==> src/rtl/sap_pkg.sv <==
`default_nettype none
// +--------------------------------------------------------------------------+
// | sap_pkg : opcodes, sequencer state encoding, control-word bit indices    |
// | rev 1.0                                                                  |
// +--------------------------------------------------------------------------+
package sap_pkg;

  localparam logic [3:0] OP_NOP = 4'h0;
  localparam logic [3:0] OP_LDA = 4'h1;
  localparam logic [3:0] OP_ADD = 4'h2;
  localparam logic [3:0] OP_SUB = 4'h3;
  localparam logic [3:0] OP_OUT = 4'h4;
  localparam logic [3:0] OP_JMP = 4'h5;
  localparam logic [3:0] OP_JZ  = 4'h6;
  localparam logic [3:0] OP_JC  = 4'h7;
  localparam logic [3:0] OP_HLT = 4'hF;

  // T-states use their own index as encoding so t_state is just the low bits.
  typedef enum logic [3:0] {
    ST_T0   = 4'd0,
    ST_T1   = 4'd1,
    ST_T2   = 4'd2,
    ST_T3   = 4'd3,
    ST_T4   = 4'd4,
    ST_T5   = 4'd5,
    ST_T6   = 4'd6,
    ST_T7   = 4'd7,
    ST_IDLE = 4'd8,
    ST_HALT = 4'd9
  } state_e;

  localparam logic [2:0] T_IDLE_CODE = 3'd7;

  localparam int CW_W        = 13;
  localparam int CW_PC_OUT   = 12;
  localparam int CW_PC_INC   = 11;
  localparam int CW_PC_LOAD  = 10;
  localparam int CW_MAR_LOAD = 9;
  localparam int CW_RAM_OUT  = 8;
  localparam int CW_IR_LOAD  = 7;
  localparam int CW_IR_OUT   = 6;
  localparam int CW_A_LOAD   = 5;
  localparam int CW_A_OUT    = 4;
  localparam int CW_B_LOAD   = 3;
  localparam int CW_ALU_OUT  = 2;
  localparam int CW_ALU_SUB  = 1;
  localparam int CW_OUT_LOAD = 0;

  function automatic logic [2:0] last_step(input logic [3:0] op);
    case (op)
      OP_LDA:         last_step = 3'd3;
      OP_ADD, OP_SUB: last_step = 3'd4;
      default:        last_step = 3'd2;
    endcase
  endfunction

endpackage
`default_nettype wire

==> src/rtl/sap_microcode_rom.sv <==
`default_nettype none
// +--------------------------------------------------------------------------+
// | sap_microcode_rom : (state, opcode, cf, zf) -> control word, comb only   |
// | rev 1.0                                                                  |
// +--------------------------------------------------------------------------+
module sap_microcode_rom
  import sap_pkg::*;
#(
  parameter int OPC_W = 4
) (
  input  state_e            state,
  input  logic [OPC_W-1:0]  ir_opcode,
  input  logic              cf,
  input  logic              zf,
  output logic [CW_W-1:0]   cw
);

  always_comb begin
    cw = '0;
    case (state)
      ST_T0: begin
        cw[CW_PC_OUT]   = 1'b1;
        cw[CW_MAR_LOAD] = 1'b1;
      end
      ST_T1: begin
        cw[CW_RAM_OUT] = 1'b1;
        cw[CW_IR_LOAD] = 1'b1;
        cw[CW_PC_INC]  = 1'b1;
      end
      ST_T2: begin
        case (ir_opcode)
          OP_LDA, OP_ADD, OP_SUB: begin
            cw[CW_IR_OUT]   = 1'b1;
            cw[CW_MAR_LOAD] = 1'b1;
          end
          OP_OUT: begin
            cw[CW_A_OUT]    = 1'b1;
            cw[CW_OUT_LOAD] = 1'b1;
          end
          OP_JMP: begin
            cw[CW_IR_OUT]  = 1'b1;
            cw[CW_PC_LOAD] = 1'b1;
          end
          OP_JZ: begin
            cw[CW_IR_OUT]  = zf;
            cw[CW_PC_LOAD] = zf;
          end
          OP_JC: begin
            cw[CW_IR_OUT]  = cf;
            cw[CW_PC_LOAD] = cf;
          end
          OP_NOP, OP_HLT: cw = '0;
          default:        cw = '0;
        endcase
      end
      ST_T3: begin
        case (ir_opcode)
          OP_LDA: begin
            cw[CW_RAM_OUT] = 1'b1;
            cw[CW_A_LOAD]  = 1'b1;
          end
          OP_ADD: begin
            cw[CW_RAM_OUT] = 1'b1;
            cw[CW_B_LOAD]  = 1'b1;
          end
          // sub select raised a cycle early so the ALU result settles by T4
          OP_SUB: begin
            cw[CW_RAM_OUT] = 1'b1;
            cw[CW_B_LOAD]  = 1'b1;
            cw[CW_ALU_SUB] = 1'b1;
          end
          default: cw = '0;
        endcase
      end
      ST_T4: begin
        case (ir_opcode)
          OP_ADD: begin
            cw[CW_ALU_OUT] = 1'b1;
            cw[CW_A_LOAD]  = 1'b1;
          end
          OP_SUB: begin
            cw[CW_ALU_OUT] = 1'b1;
            cw[CW_A_LOAD]  = 1'b1;
            cw[CW_ALU_SUB] = 1'b1;
          end
          default: cw = '0;
        endcase
      end
      default: cw = '0;
    endcase
  end

endmodule
`default_nettype wire

==> src/rtl/sap_control_sequencer.sv <==
`default_nettype none
// +--------------------------------------------------------------------------+
// | sap_control_sequencer : T-state ring + run gating; SAP_EARLY_END_EN      |
// | ends each instruction after its last active microstep. rev 1.0           |
// +--------------------------------------------------------------------------+
module sap_control_sequencer
  import sap_pkg::*;
#(
  parameter int OPC_W    = 4,
  parameter int T_STATES = 6
) (
  input  logic             clk,
  input  logic             rst_n,
  input  logic             run,
  input  logic [OPC_W-1:0] ir_opcode,
  input  logic             cf,
  input  logic             zf,
  output logic             pc_out,
  output logic             pc_inc,
  output logic             pc_load,
  output logic             mar_load,
  output logic             ram_out,
  output logic             ir_load,
  output logic             ir_out,
  output logic             a_load,
  output logic             a_out,
  output logic             b_load,
  output logic             alu_out,
  output logic             alu_sub,
  output logic             out_load,
  output logic             halted,
  output logic [2:0]       t_state
);

`ifdef SAP_EARLY_END_EN
  localparam bit EARLY_END = 1'b1;
`else
  localparam bit EARLY_END = 1'b0;
`endif

  state_e            state;
  state_e            state_next;
  logic [CW_W-1:0]   rom_cw;
  logic [CW_W-1:0]   cw;
  logic              in_t;
  logic [2:0]        t_idx;

  assign in_t  = (state != ST_IDLE) && (state != ST_HALT);
  assign t_idx = state[2:0];

  sap_microcode_rom #(
    .OPC_W (OPC_W)
  ) u_rom (
    .state     (state),
    .ir_opcode (ir_opcode),
    .cf        (cf),
    .zf        (zf),
    .cw        (rom_cw)
  );

  always_ff @(posedge clk or negedge rst_n) begin
    if (!rst_n) state <= ST_IDLE;
    else        state <= state_next;
  end

  always_comb begin
    state_next = state;
    cw         = '0;
    case (state)
      ST_IDLE: if (run) state_next = ST_T0;
      ST_HALT: state_next = ST_HALT;
      default: begin
        if (run) begin
          cw = rom_cw;
          if (t_idx == 3'd2 && ir_opcode == OP_HLT)
            state_next = ST_HALT;
          else if (EARLY_END && t_idx == last_step(ir_opcode))
            state_next = ST_T0;
          else if (t_idx == 3'(T_STATES - 1))
            state_next = ST_T0;
          else
            state_next = state_e'(state + 4'd1);
        end
      end
    endcase
  end

  assign pc_out   = cw[CW_PC_OUT];
  assign pc_inc   = cw[CW_PC_INC];
  assign pc_load  = cw[CW_PC_LOAD];
  assign mar_load = cw[CW_MAR_LOAD];
  assign ram_out  = cw[CW_RAM_OUT];
  assign ir_load  = cw[CW_IR_LOAD];
  assign ir_out   = cw[CW_IR_OUT];
  assign a_load   = cw[CW_A_LOAD];
  assign a_out    = cw[CW_A_OUT];
  assign b_load   = cw[CW_B_LOAD];
  assign alu_out  = cw[CW_ALU_OUT];
  assign alu_sub  = cw[CW_ALU_SUB];
  assign out_load = cw[CW_OUT_LOAD];
  assign halted   = (state == ST_HALT);
  assign t_state  = in_t ? t_idx : T_IDLE_CODE;

endmodule
`default_nettype wire

==> config.mk <==
export PLATFORM = sky130hd
export DESIGN_NAME = sap_control_sequencer
export DESIGN_NICKNAME = d
export VERILOG_FILES = /design/src/rtl/sap_pkg.sv /design/src/rtl/sap_microcode_rom.sv /design/src/rtl/sap_control_sequencer.sv
export SDC_FILE = /design/constraint.sdc
export NUM_CORES = 1
export LEC_CHECK = 0
export BUFFER_PORTS_ARGS = -buffer_cell sky130_fd_sc_hd__buf_2
export CAP_MARGIN = 20
export CORE_AREA = 4 4 41 43
export CTS_CLUSTER_DIAMETER = 60
export DETAILED_ROUTE_END_ITERATION = 16
export DIE_AREA = 0 0 45 47
export PLACE_DENSITY = 0.74
export RECOVER_POWER = 25
export SLEW_MARGIN = 20
export SYNTH_ARGS = -nofsm -noshare
export SYNTH_HDL_FRONTEND = slang
export SYNTH_SLANG_ARGS = --single-unit
==> constraint.sdc <==
create_clock -name clk -period 1.36 [get_ports clk]
set_input_delay 0.136 -clock clk [delete_from_list [all_inputs] [get_ports clk]]
set_output_delay 0.136 -clock clk [all_outputs]
set_load 0.01 [all_outputs]
-- After elaboration in Yosys (flattened, before gate mapping)
Index checks and enable logic that the tools add are counted.
- flip-flop bits (word level): 4
- add/subtract/negate cells: 1
- eq/ne operators: 19
- muxes and demuxes: 21
- reduce and logical (&&, ||, !) cells: 9
- operator list (kind ; number):
    $mux 13 ; 2
    $pmux 7 s3 ; 1
    $eq 4x3->1 const B ; 5
    $eq 4x2->1 const B ; 4
    $mux 4 ; 4
    $eq 4x4->1 const B ; 3
    $eq 4x1->1 const B ; 2
    $mux 1 ; 8
    $ne 4x4->1 const B ; 2
    $pmux 4 s2 ; 1
    $pmux 1 s3 ; 2
    $add 4x1->4 const B ; 1
    $logic_not 4->1 ; 1
    $pmux 2 s2 ; 1
    $reduce_or 2->1 ; 2
    $reduce_or 4->1 ; 1
    $eq 3x2->1 const B ; 1
    $eq 3x3->1 const B ; 1
    $mux 3 ; 1
    $reduce_or 3->1 ; 1
    $logic_and 1x1->1 ; 2
    $ne 2x2->1 const B ; 1
    $pmux 1 s2 ; 1
    $reduce_and 2->1 ; 1
    $reduce_bool 2->1 ; 1

-- Longest topological paths before layout
Gate-level depths: netlist of the first run.
- word-level depth: 6
- mapped depth: 6

-- By module
Synthesis of the first run repeated with hierarchy kept, for this count alone.
- cell total of the unflattened synthesis: 79
- area total of the unflattened synthesis: 549.3 um^2
- modules (own cells, without submodules) (module ; instances ; cells an instance ; area an instance (um^2) ; seq. area each (um^2)):
    sap_control_sequencer ; 1 ; 45 ; 351.6 ; 101.3
    sap_microcode_rom ; 1 ; 34 ; 197.7 ; 0.0

-- Worst setup path before layout of the first run
No wires, ideal clock.
- path kind: register to output
- start: reg state[0]
- end: out out_load
- arrival: 1.462 ns
- data required time: 1.224 ns
- path slack: -0.238 ns
- cell stages (with the launch flop): 6
- buffers on the path: 2
- cell sequence: dfrtp_1 > buf_4 > nor2_1 > nand3_2 > nor4_1 > buf_4
- word-level cells in the longest chain between the ends: 4
- elaborated cells between the ends (all ways): 9
- those cells by class: eq/ne (5); mux (3); reduce/logical (1)
- ends and longest elaborated chain (item ; RTL line ; source):
    from (decl) ; sap_control_sequencer.sv:41 ; state_e state;
    from (signal assigned) ; sap_control_sequencer.sv:63 ; else state <= state_next;
    $eq 4x3->1 / $eq 4x2->1 (equally long branches) ; sap_microcode_rom.sv:20 ; case (state)
    $pmux 7 s3 ; sap_microcode_rom.sv:20 ;
    $mux 13 ; sap_control_sequencer.sv:73 ; if (run) begin
    $mux 13 * ; sap_control_sequencer.sv:69 ; case (state)
    to (decl) ; sap_control_sequencer.sv:30 ; output logic out_load,
Mark *: on every way between the ends. The rest lies on a longest branch, timed or not.

-- Final worst setup path of the first run
- start: reg state[3]
- end: out a_out
- word-level cells in the longest chain between the ends: 4
- elaborated cells between the ends (all ways): 9
- those cells by class: eq/ne (5); mux (3); reduce/logical (1)
- ends and longest elaborated chain (item ; RTL line ; source):
    $eq 4x3->1 / $eq 4x2->1 (equally long branches) ; sap_microcode_rom.sv:20 ;
    $pmux 7 s3 ; sap_microcode_rom.sv:20 ;
    $mux 13 ; sap_control_sequencer.sv:73 ;
    $mux 13 * ; sap_control_sequencer.sv:69 ;
    to (decl) ; sap_control_sequencer.sv:26 ; output logic a_out,
Marked as above.

==> results of run 1 <==
## cells in the final DEF, fill, tap and decap left out, types with 2 or more instances in the layout
cell type,n
buf_2,24
buf_4,8
a21oi_1,6
o21ai_1,4
nor2_1,4
nand2_1,3
nor2_4,3
nor4_4,3
clkbuf_4,3
dfrtp_2,3
inv_1,2
nor3_2,2
a21o_1,2
nor2_2,2
nand2b_1,2
nand3_1,2
nand2_2,2
a31oi_1,2
clkbuf_1,2
buf_6,2
## cell type report
class / instances / area, sq um / area share, %
Tap cell: 15 / 18.8 / 2.43
Sequential cell: 4 / 105 / 13.6
Clock buffer: 4 / 26.3 / 3.40
Multi-Input combinational cell: 50 / 393 / 50.8
Inverter: 3 / 13.8 / 1.78
Timing Repair Buffer: 36 / 216 / 28.0
## power groups by stage
| stage | Clock, mW | Sequential [mW] | Combinational, mW |
|---|---|---|---|
| 2_1_floorplan | 0 | 0.227 | 0.504 |
| 3_3_place_gp | 0 | 0.268 | 0.658 |
| 3_5_place_dp | 0 | 0.269 | 0.665 |
| 4_1_cts | 0.169 | 0.287 | 0.867 |
| 5_1_grt | 0.190 | 0.335 | 1.17 |
| 6_report | 0.163 | 0.322 | 1.09 |
## cells by family after synthesis
family	count (synthesis)
compound gates	19
flops	4
simple gates	30
buf+inv	8
xor+xnor	1
## repair_timing
| item | CTS | global route |
|---|---|---|
| setup endpoints to repair | 13 | 18 |
| hold buffers | 1 | 0 |
| pin swaps | 6 | 2 |
| gates cloned | 0 | 1 |
| endpoints found under the hold margin | 4 | 0 |
| resized for setup | 17 | 14 |
| setup buffers | 4 | 2 |
## worst max-delay path by stage
stage / start / end / cells after the start
after floorplan: state[0]$_DFFE_PN0P_ / out_load / 5
after global placement: state[3]$_DFFE_PN1P_ / b_load / 4
after detailed placement: state[3]$_DFFE_PN1P_ / b_load / 4
after CTS: state[3]$_DFFE_PN1P_ / a_out / 4
after global routing: state[0]$_DFFE_PN0P_ / ram_out / 5
final: state[3]$_DFFE_PN1P_ / a_out / 4
## critical path: stages (launching register included)
cell and delay [ps]:
dfstp_2 370, and2b_4 300, nand3_4 100, nor4_4 150
buf_2 170
## metrics by stage
step                hold slack (ps)  setup TNS [ps]  cell area [sq um]  setup WS [ps]
floorplan                      -160           -18.9                437          -18.9
global placement              -52.9               0                572           70.1
detailed placement            -50.3               0                572           18.2
CTS                             172            -696                698          -93.1
global route                    191           -2270                773           -217
finish                          199            -969                773           -103
## synth_stat cells
cell type  count  area (sq um)
a21o_1         2          15.0
a21oi_1        7          35.0
a221o_1        1          10.0
a2bb2oi_1      1          8.76
a31oi_1        2          12.5
and2b_2        1          8.76
and3_1         1          6.26
and4_1         1          8.76
buf_2          1          5.00
buf_4          3          22.5
clkbuf_1       1          3.75
dfrtp_1        3          75.1
dfstp_2        1          26.3
inv_1          3          11.3
nand2_1        6          22.5
nand2b_1       3          18.8
nand3_1        2          10.0
nand3_2        1          10.0
nand3b_1       1          7.51
nor2_1         9          33.8
nor3_1         2          10.0
nor4_1         3          18.8
o21a_1         1          7.51
o21ai_0        2          10.0
o21ai_1        3          15.0
xnor2_1        1          8.76
## per-layer routing
layer	wire length, um	part of all wire (%)
met1	673	42
met3	78	4.9
met2	816	51
met5	0	0
met4	23	1.4
==> results.cfg, run 1 <==
[yosys]
synth.mux.area_fraction_pct = 0
ys_ff_latch = 4
synth_top_family_by_area = simple AND/OR/NAND/NOR gates
synth_nets = 71
ys_seq_area_share_pct = 24.0
yosys_warnings = 0
synth_cells = 62
synth.cell_area_sq_um = 422
yosys.area_share.simple_pct = 36.8
synth-xor-area-share_pct = 2.08
synth_compound_area_share_pct = 27.0
synthAdderAreaFrac_pct = 0
synth.distinct_cells = 26
synth_area_per_cell_sq_um = 6.80

[drt]
drt_iter0_drc = 12
via_count = 591
drc = 0
postRouteAntennaNets = 0
wire_per_inst_um = 14.2
drtPass1Iterations = 4
viasPerCell = 5.28
routed_wl_mm = 1.59

[finish]
reg.largest.list = state: 4 flops
fin_nets = 107
antennaDiodeCount = 0
drive_above_1_share_pct = 60.8
largest_reg_flops = 4
num-fill-cells = 123
top_register = state
area_growth_pct = 83.4
fin_util_pct = 59.4
fin_cells = 112

[status]
run_status = finished with violations
failed_checks = setup timing

[power]
powerDensity_mw_per_mm2 = 2030
p_clk_share_pct = 10.4
sw_frac_of_total_pct = 48.1
cellLeakagePower_nw = 0.361
p_seq_share_pct = 20.5
switching_power_mw = 0.756
finalPower_mw = 1.57
pwr-share-comb_pct = 69.1
ir_drop_mv = 1.34
internal_power_mw = 0.815

[worst_setup_path]
worst-r2r-cell-count = 5
reg2reg_to = state[3]$_DFFE_PN1P_
cp_data_arrival_time_ps = 1330
crit_path_start_kind = flip-flop
r2r-start = state[3]$_DFFE_PN1P_
path_class = flip-flop to primary output
worst_setup_path_end_kind = primary output
cp_max_fo = 6
r2r_slack_ps = -70
crit_required_ps = 1220

[placed_design]
gp_congestion = 0.860
dpl.cell_count = 100
dp_hpwl_um = 962
io_buffers = 25

[timing]
maxSlewViolCount = 0
fin_skew_ps = 7.31
clock.fmax_ghz = 0.683
worst_pin_slew_ps = 252
setup_ws_ps = -103
rsz0062_at_grt = true
setup_viol = 16
final.period_utilization_pct = 108
finalHoldViolations = 0
period_needed_ps = 1460
relSlewSlack_pct = 83.1

[floorplan]
initial_core_util_pct = 32.4
io_pins = 26
dieArea_sq_mm = 0.00212
fp.dieW_um = 45
fp-row-count = 13
die-height_um = 47
core_area_sq_mm = 0.00130

[clocking]
clk_pin_slew_worst_paths_ps = 40
cts_buffers = 3
clock-sinks = 4
cts_root_buf = clkbuf_4
clk_latency_ps = 240
cts_tree = built
clk_path_buf_depth = 2
h-tree-depth = 1

[global_routing]
busiest_layer = met2
grt_pass1_vias = 534
grt_max_degree = 11
antenna_found_initial = 0
use_met2_pct = 24.9
grt-ovfl-total = 0
track_usage_pct = 15.3
use_met1_pct = 17.0
use_met3_pct = 6.51
grt_pass1_wl_mm = 2.28

[hold_path]
hold_path.startpoint = run
hold_path_depth = 2
min_path_type = input port to flip-flop
worst_hold_path.endpoint = state[2]$_DFFE_PN0P_

[flow_run]
cap_violations = 0
No activity file was read; power rests on OpenSTA's default activity.
==> inputs of run 2 (changes only) <==
--- a/config.mk
+++ b/config.mk
@@ -13,6 +13,7 @@
 export DIE_AREA = 0 0 45 47
 export PLACE_DENSITY = 0.74
 export RECOVER_POWER = 25
+export SKIP_LAST_GASP = 1
 export SLEW_MARGIN = 20
 export SYNTH_ARGS = -nofsm -noshare
 export SYNTH_HDL_FRONTEND = slang
==> run 2 against run 1 <==
  * The flow still finishes with violations (setup timing)
  * Combinational power hardly changed
  * First-iteration DRC count down 50%
  * Cell count down 0.89%
  * Non-clock buffer count is 1 lower
  * Total power increased by 0.81%
  * Clock power about the same
  * Via count shrank 2.7%
  * Cell area increased by 0.16%
  * Critical path depth is the same
  * Global-route usage rose by 0.079 points
  * Largest power group unchanged
==> results.cfg, run 2 (synthesized netlist as in run 1, its figures left out) <==
[status]
run_status = finished with violations
failed_checks = setup timing

[worst_setup_path]
crit_required_ps = 1220
endpoint = out_load
worst-r2r-cell-count = 5
cp_max_fo = 6
crit_path_start_kind = flip-flop
r2r-start = state[3]$_DFFE_PN1P_
worst_setup_path_end_kind = primary output
cp_data_arrival_time_ps = 1320
reg2reg_to = state[3]$_DFFE_PN1P_
path_class = flip-flop to primary output
cp-startpoint = state[3]$_DFFE_PN1P_
r2r_slack_ps = -50

[drt]
postRouteAntennaNets = 0
wire_per_inst_um = 14.1
drtPass1Iterations = 3
routed_wl_mm = 1.57
viasPerCell = 5.18
routed-wl-met3_um = 72
topRoutingLayerUsed = met4
route.met2.wl_um = 809
drc = 0
drt_iter0_drc = 6
wl_met1_um = 658
via_count = 575

[finish]
reg.largest.list = state: 4 flops
largest_reg_flops = 4
antennaDiodeCount = 0
drive_above_1_share_pct = 61.5
fin_nets = 106
fin_cells = 111
area_growth_pct = 83.7
num-fill-cells = 123
final_common_cell = buf_2
top_register = state
final_cell_mix = buf_2 (24), a21oi_1 (5), buf_4 (5), nor2_1 (4), buf_6 (4)

[placed_design]
dp_hpwl_um = 962
io_buffers = 25
gp_congestion = 0.860
dpl.cell_count = 100

[clocking]
cts_root_buf = clkbuf_4
clk_latency_ps = 240
clk_path_buf_depth = 2
clk_pin_slew_worst_paths_ps = 40
cts_tree = built
clock-sinks = 4
h-tree-depth = 1
cts_buffers = 3

[timing]
clock.fmax_ghz = 0.686
setup_ws_ps = -97.6
setup_viol = 17
worst_pin_slew_ps = 292
relSlewSlack_pct = 80.4
fin_skew_ps = 8.17
finalHoldViolations = 0
period_needed_ps = 1460
rsz0062_at_grt = true
final.period_utilization_pct = 107
maxSlewViolCount = 0

[global_routing]
grt_max_degree = 11
antenna_found_initial = 0
grt_pass1_wl_mm = 2.28
track_usage_pct = 15.4
grt_pass1_vias = 524
grt-ovfl-total = 0

[power]
powerDensity_mw_per_mm2 = 2040
finalPower_mw = 1.58
ir_drop_mv = 1.37
cellLeakagePower_nw = 0.361

[floorplan]
die-height_um = 47
core_area_sq_mm = 0.00130
initial_core_util_pct = 32.4
io_pins = 26
fp-row-count = 13
fp.dieW_um = 45
dieArea_sq_mm = 0.00212

[hold_path]
hold_path.startpoint = run
min_path_type = input port to flip-flop

[flow_run]
cap_violations = 0
## run 2: cell types whose count changed in the layout (fill, tap and decap cells not counted)
| cell | change |
|---|---|
| nor2_2 | +1 |
| o21ai_2 | +1 |
| buf_4 | -3 |
| a21oi_1 | -1 |
| o21ai_1 | -1 |
| a21oi_2 | +1 |
| buf_6 | +2 |
| nor2_4 | -1 |
| dfrtp_1 | +1 |
| dfrtp_2 | -1 |
## run 2: final cells by class
type | instances | area [sq um] | area share, %
multi-input combinational | 50 | 395 | 51.1
timing repair buffer | 35 | 216 | 27.9
sequential | 4 | 104 | 13.4
clock buffer | 4 | 26.3 | 3.39
tap | 15 | 18.8 | 2.42
inverter | 3 | 13.8 | 1.78
## run 2: metal layers
layer / vias to the layer above / GRT usage, %
li1: 289 / -
met1: 268 / 17.2
met2: 14 / 25.7
met3: 4 / 6.13
met4: 0 / 7.02
met5: - / 0
## run 2: worst min path at each step
stage / endpoint / slack, ps / depth (start not counted)
2_1_floorplan: state[0]$_DFFE_PN0P_ / -160 / 0
3_3_place_gp: state[2]$_DFFE_PN0P_ / -50 / 1
3_5_place_dp: state[1]$_DFFE_PN0P_ / -50 / 1
4_1_cts: state[2]$_DFFE_PN0P_ / 170 / 2
5_1_grt: state[2]$_DFFE_PN0P_ / 230 / 2
6_report: state[2]$_DFFE_PN0P_ / 220 / 2
## run 2: repair_timing
item,CTS,global route
setup buffers,4,1
resized for setup,14,18
pin swaps,6,2
endpoints found under the hold margin,4,0
hold buffers,1,0
setup endpoints to repair,13,18
gates cloned,0,1
## run 2: power breakdown
part	switching [mW]	internal [mW]
Combinational	0.590	0.510
Sequential	0.125	0.194
Clock	0.0537	0.110
Total	0.769	0.814
## run 2: critical path: stages (launching register included)
cell and delay (ps):
dfstp_2 360, and2b_4 300, nand3_4 100, nor4_4 150, buf_2 170
## run 2: through the flow
stage	hold WS (ps)	TNS, ps	instance area, sq um	setup slack [ps]	util [%]
floorplan	-160	-18.9	437	-18.9	-
global placement	-52.9	0	572	70.1	43.9
detailed placement	-50.3	0	572	18.2	43.9
CTS	172	-749	694	-93.1	53.4
global route	233	-2310	774	-211	59.5
finish	217	-937	774	-97.6	59.5
==> inputs of run 3 (changes only) <==
--- a/config.mk
+++ b/config.mk
@@ -11,7 +11,6 @@
 export CTS_CLUSTER_DIAMETER = 60
 export DETAILED_ROUTE_END_ITERATION = 16
 export DIE_AREA = 0 0 45 47
-export PLACE_DENSITY = 0.74
 export RECOVER_POWER = 25
 export SKIP_LAST_GASP = 1
 export SLEW_MARGIN = 20
==> run 3 against run 2 <==
  * The flow still finishes with violations (setup timing)
  * Flip-flop and latch count unchanged
  * Sequential share of layout area up 0.29 points
  * Count of clock-buffer cells in the layout did not move
  * Non-clock buffer count up 2
  * First-iteration DRC count grew 33%
  * Critical path depth is the same
  * Cell count up 1.8%
  * Hold slack worse by 27 ps
  * Die area is the same
  * Cell area is 2.1% lower
  * Clock power is 7% higher
  * Largest cell class unchanged
  * Largest power group unchanged
==> results.cfg, run 3 (synthesized netlist as in run 1, its figures left out) <==
[placed_design]
io_buffers = 25
dp_hpwl_um = 958
pre_cts_slack_ps = 42.3
place_area_sq_um = 579
gp_congestion = 0.804

[status]
failed_checks = setup timing
run_status = finished with violations

[worst_setup_path]
cp_data_arrival_time_ps = 1310
slowest_stage = dfstp_2
cp_cell_sequence = and2b_4, nand2_2, nor3_1, buf_2
r2r-start = state[3]$_DFFE_PN1P_
crit_required_ps = 1220
path_class = flip-flop to primary output
reg2reg_to = state[3]$_DFFE_PN1P_
worst_setup_path_end_kind = primary output
crit_path_start_kind = flip-flop
path_delay_family = simple AND/OR/NAND/NOR gates
cp_max_fo = 5
crit_path_max_incr_delay_ps = 360
worst-r2r-cell-count = 5
r2r_slack_ps = -50
worst-path-buf-inv = 1

[timing]
rsz0062_at_grt = true
maxSlewViolCount = 0
period_needed_ps = 1440
finalHoldViolations = 0
setup_ws_ps = -81.5
fin_skew_ps = 6.01
final.period_utilization_pct = 106
worst_pin_slew_ps = 327
setup_viol = 16
clock.fmax_ghz = 0.694
relSlewSlack_pct = 78.0

[global_routing]
track_usage_pct = 14.0
grt_max_degree = 14
grt_pass1_vias = 488
grt_pass1_wl_mm = 2.14
grt-ovfl-total = 0
antenna_found_initial = 0

[power]
ir_drop_mv = 1.34
internal_power_mw = 0.814
pwr-share-comb_pct = 69.0
p_seq_share_pct = 19.6
sw_frac_of_total_pct = 47.4
p_clk_share_pct = 11.4
powerDensity_mw_per_mm2 = 2040
switching_power_mw = 0.733
cellLeakagePower_nw = 0.358

[finish]
design_area_sq_um = 758
drive_above_1_share_pct = 61.2
area_growth_pct = 79.8
fin_util_pct = 58.3
largest_reg_flops = 4
reg.largest.list = state: 4 flops
top_register = state
fin_nets = 108
final_common_cell = buf_2
final_cell_mix = buf_2 (25), buf_4 (8), a21oi_1 (5), nor2_1 (4)
antennaDiodeCount = 0

[clocking]
clk_pin_slew_worst_paths_ps = 40
clk_latency_ps = 250
clk_path_buf_depth = 2
cts_buffers = 3
cts_tree = built
h-tree-depth = 1
cts_root_buf = clkbuf_4
clock-sinks = 4

[hold_path]
hold_path.startpoint = run
min_path_type = input port to flip-flop
hold_path_depth = 2
worst_hold_path.endpoint = state[2]$_DFFE_PN0P_

[floorplan]
initial_core_util_pct = 32.4
io_pins = 26
dieArea_sq_mm = 0.00212
fp.dieW_um = 45
die-height_um = 47
core_area_sq_mm = 0.00130
fp-row-count = 13

[flow_run]
cap_violations = 0

[drt]
wire_per_inst_um = 12.7
routed_wl_mm = 1.44
drc = 0
drt_iter0_drc = 8
viasPerCell = 5.15
drtPass1Iterations = 4
postRouteAntennaNets = 0
via_count = 582
==> run 3: changes by cell type in the layout (fill, tap and decap cells not counted) <==
| cell | change |
|---|---|
| a2bb2oi_1 | -1 |
| a2bb2oi_2 | +1 |
| buf_2 | +1 |
| buf_4 | +3 |
| buf_6 | -2 |
| inv_2 | +1 |
| inv_4 | -1 |
| nand2_2 | +1 |
| nand2_4 | -1 |
| nor3_1 | +1 |
| nor3_2 | -1 |
| nor4_1 | +1 |
| nor4_4 | -1 |
==> run 3: timing repair <==
| action | 4_1_cts | 5_1_grt |
|---|---|---|
| setup endpoints to repair | 16 | 16 |
| pin swaps | 3 | 2 |
| hold endpoints to repair | 4 | 0 |
| hold buffers | 1 | 0 |
| resized for setup | 10 | 16 |
| gates cloned | 0 | 1 |
| buffers inserted | 4 | 2 |
==> run 3: cell type report <==
class / instances / area (sq um)
clock buffers: 4 / 26.3
fillers: 134 / 543
inverters: 3 / 11.3
multi-input cells: 50 / 377
flip-flops and latches: 4 / 104
well taps: 15 / 18.8
repair buffers: 37 / 221
==> run 3: worst max-delay path by stage <==
stage                     depth (start not counted)       end  slack, ps            startpoint
after floorplan                                   5  out_load        -20  state[0]$_DFFE_PN0P_
after detailed placement                          4  out_load         40  state[0]$_DFFE_PN0P_
final                                             4   alu_sub        -80  state[3]$_DFFE_PN1P_
after global placement                            5   alu_sub         60  state[1]$_DFFE_PN0P_
after global routing                              5   ram_out       -200  state[0]$_DFFE_PN0P_
after CTS                                         4   alu_sub       -110  state[3]$_DFFE_PN1P_
==> run 3: power by group through the flow <==
| stage | sequential, mW | combinational [mW] | clock, mW |
|---|---|---|---|
| 2_1_floorplan | 0.227 | 0.504 | 0 |
| 3_3_place_gp | 0.274 | 0.693 | 0 |
| 3_5_place_dp | 0.280 | 0.686 | 0 |
| 4_1_cts | 0.265 | 0.861 | 0.179 |
| 5_1_grt | 0.306 | 1.17 | 0.192 |
| 6_report | 0.303 | 1.07 | 0.176 |
==> run 3: through the flow <==
stage | total power, mW | hold WS [ps] | instances | setup TNS, ps
global route | 1.67 | 206 | 113 | -2070
CTS | 1.31 | 169 | 110 | -1190
detailed placement | 0.965 | -54.8 | 101 | 0
global placement | 0.967 | -56.4 | 101 | 0
floorplan | 0.730 | -160 | 62 | -18.9
finish | 1.55 | 190 | 113 | -805
==> run 3: layer usage <==
layer / vias up / track usage, % / wire, um
met4: 0 / 10.5 / 11
met1: 270 / 19.4 / 647
met3: 2 / 2.30 / 77
li1: 289 / - / -
met2: 21 / 19.2 / 699
met5: - / 0 / 0
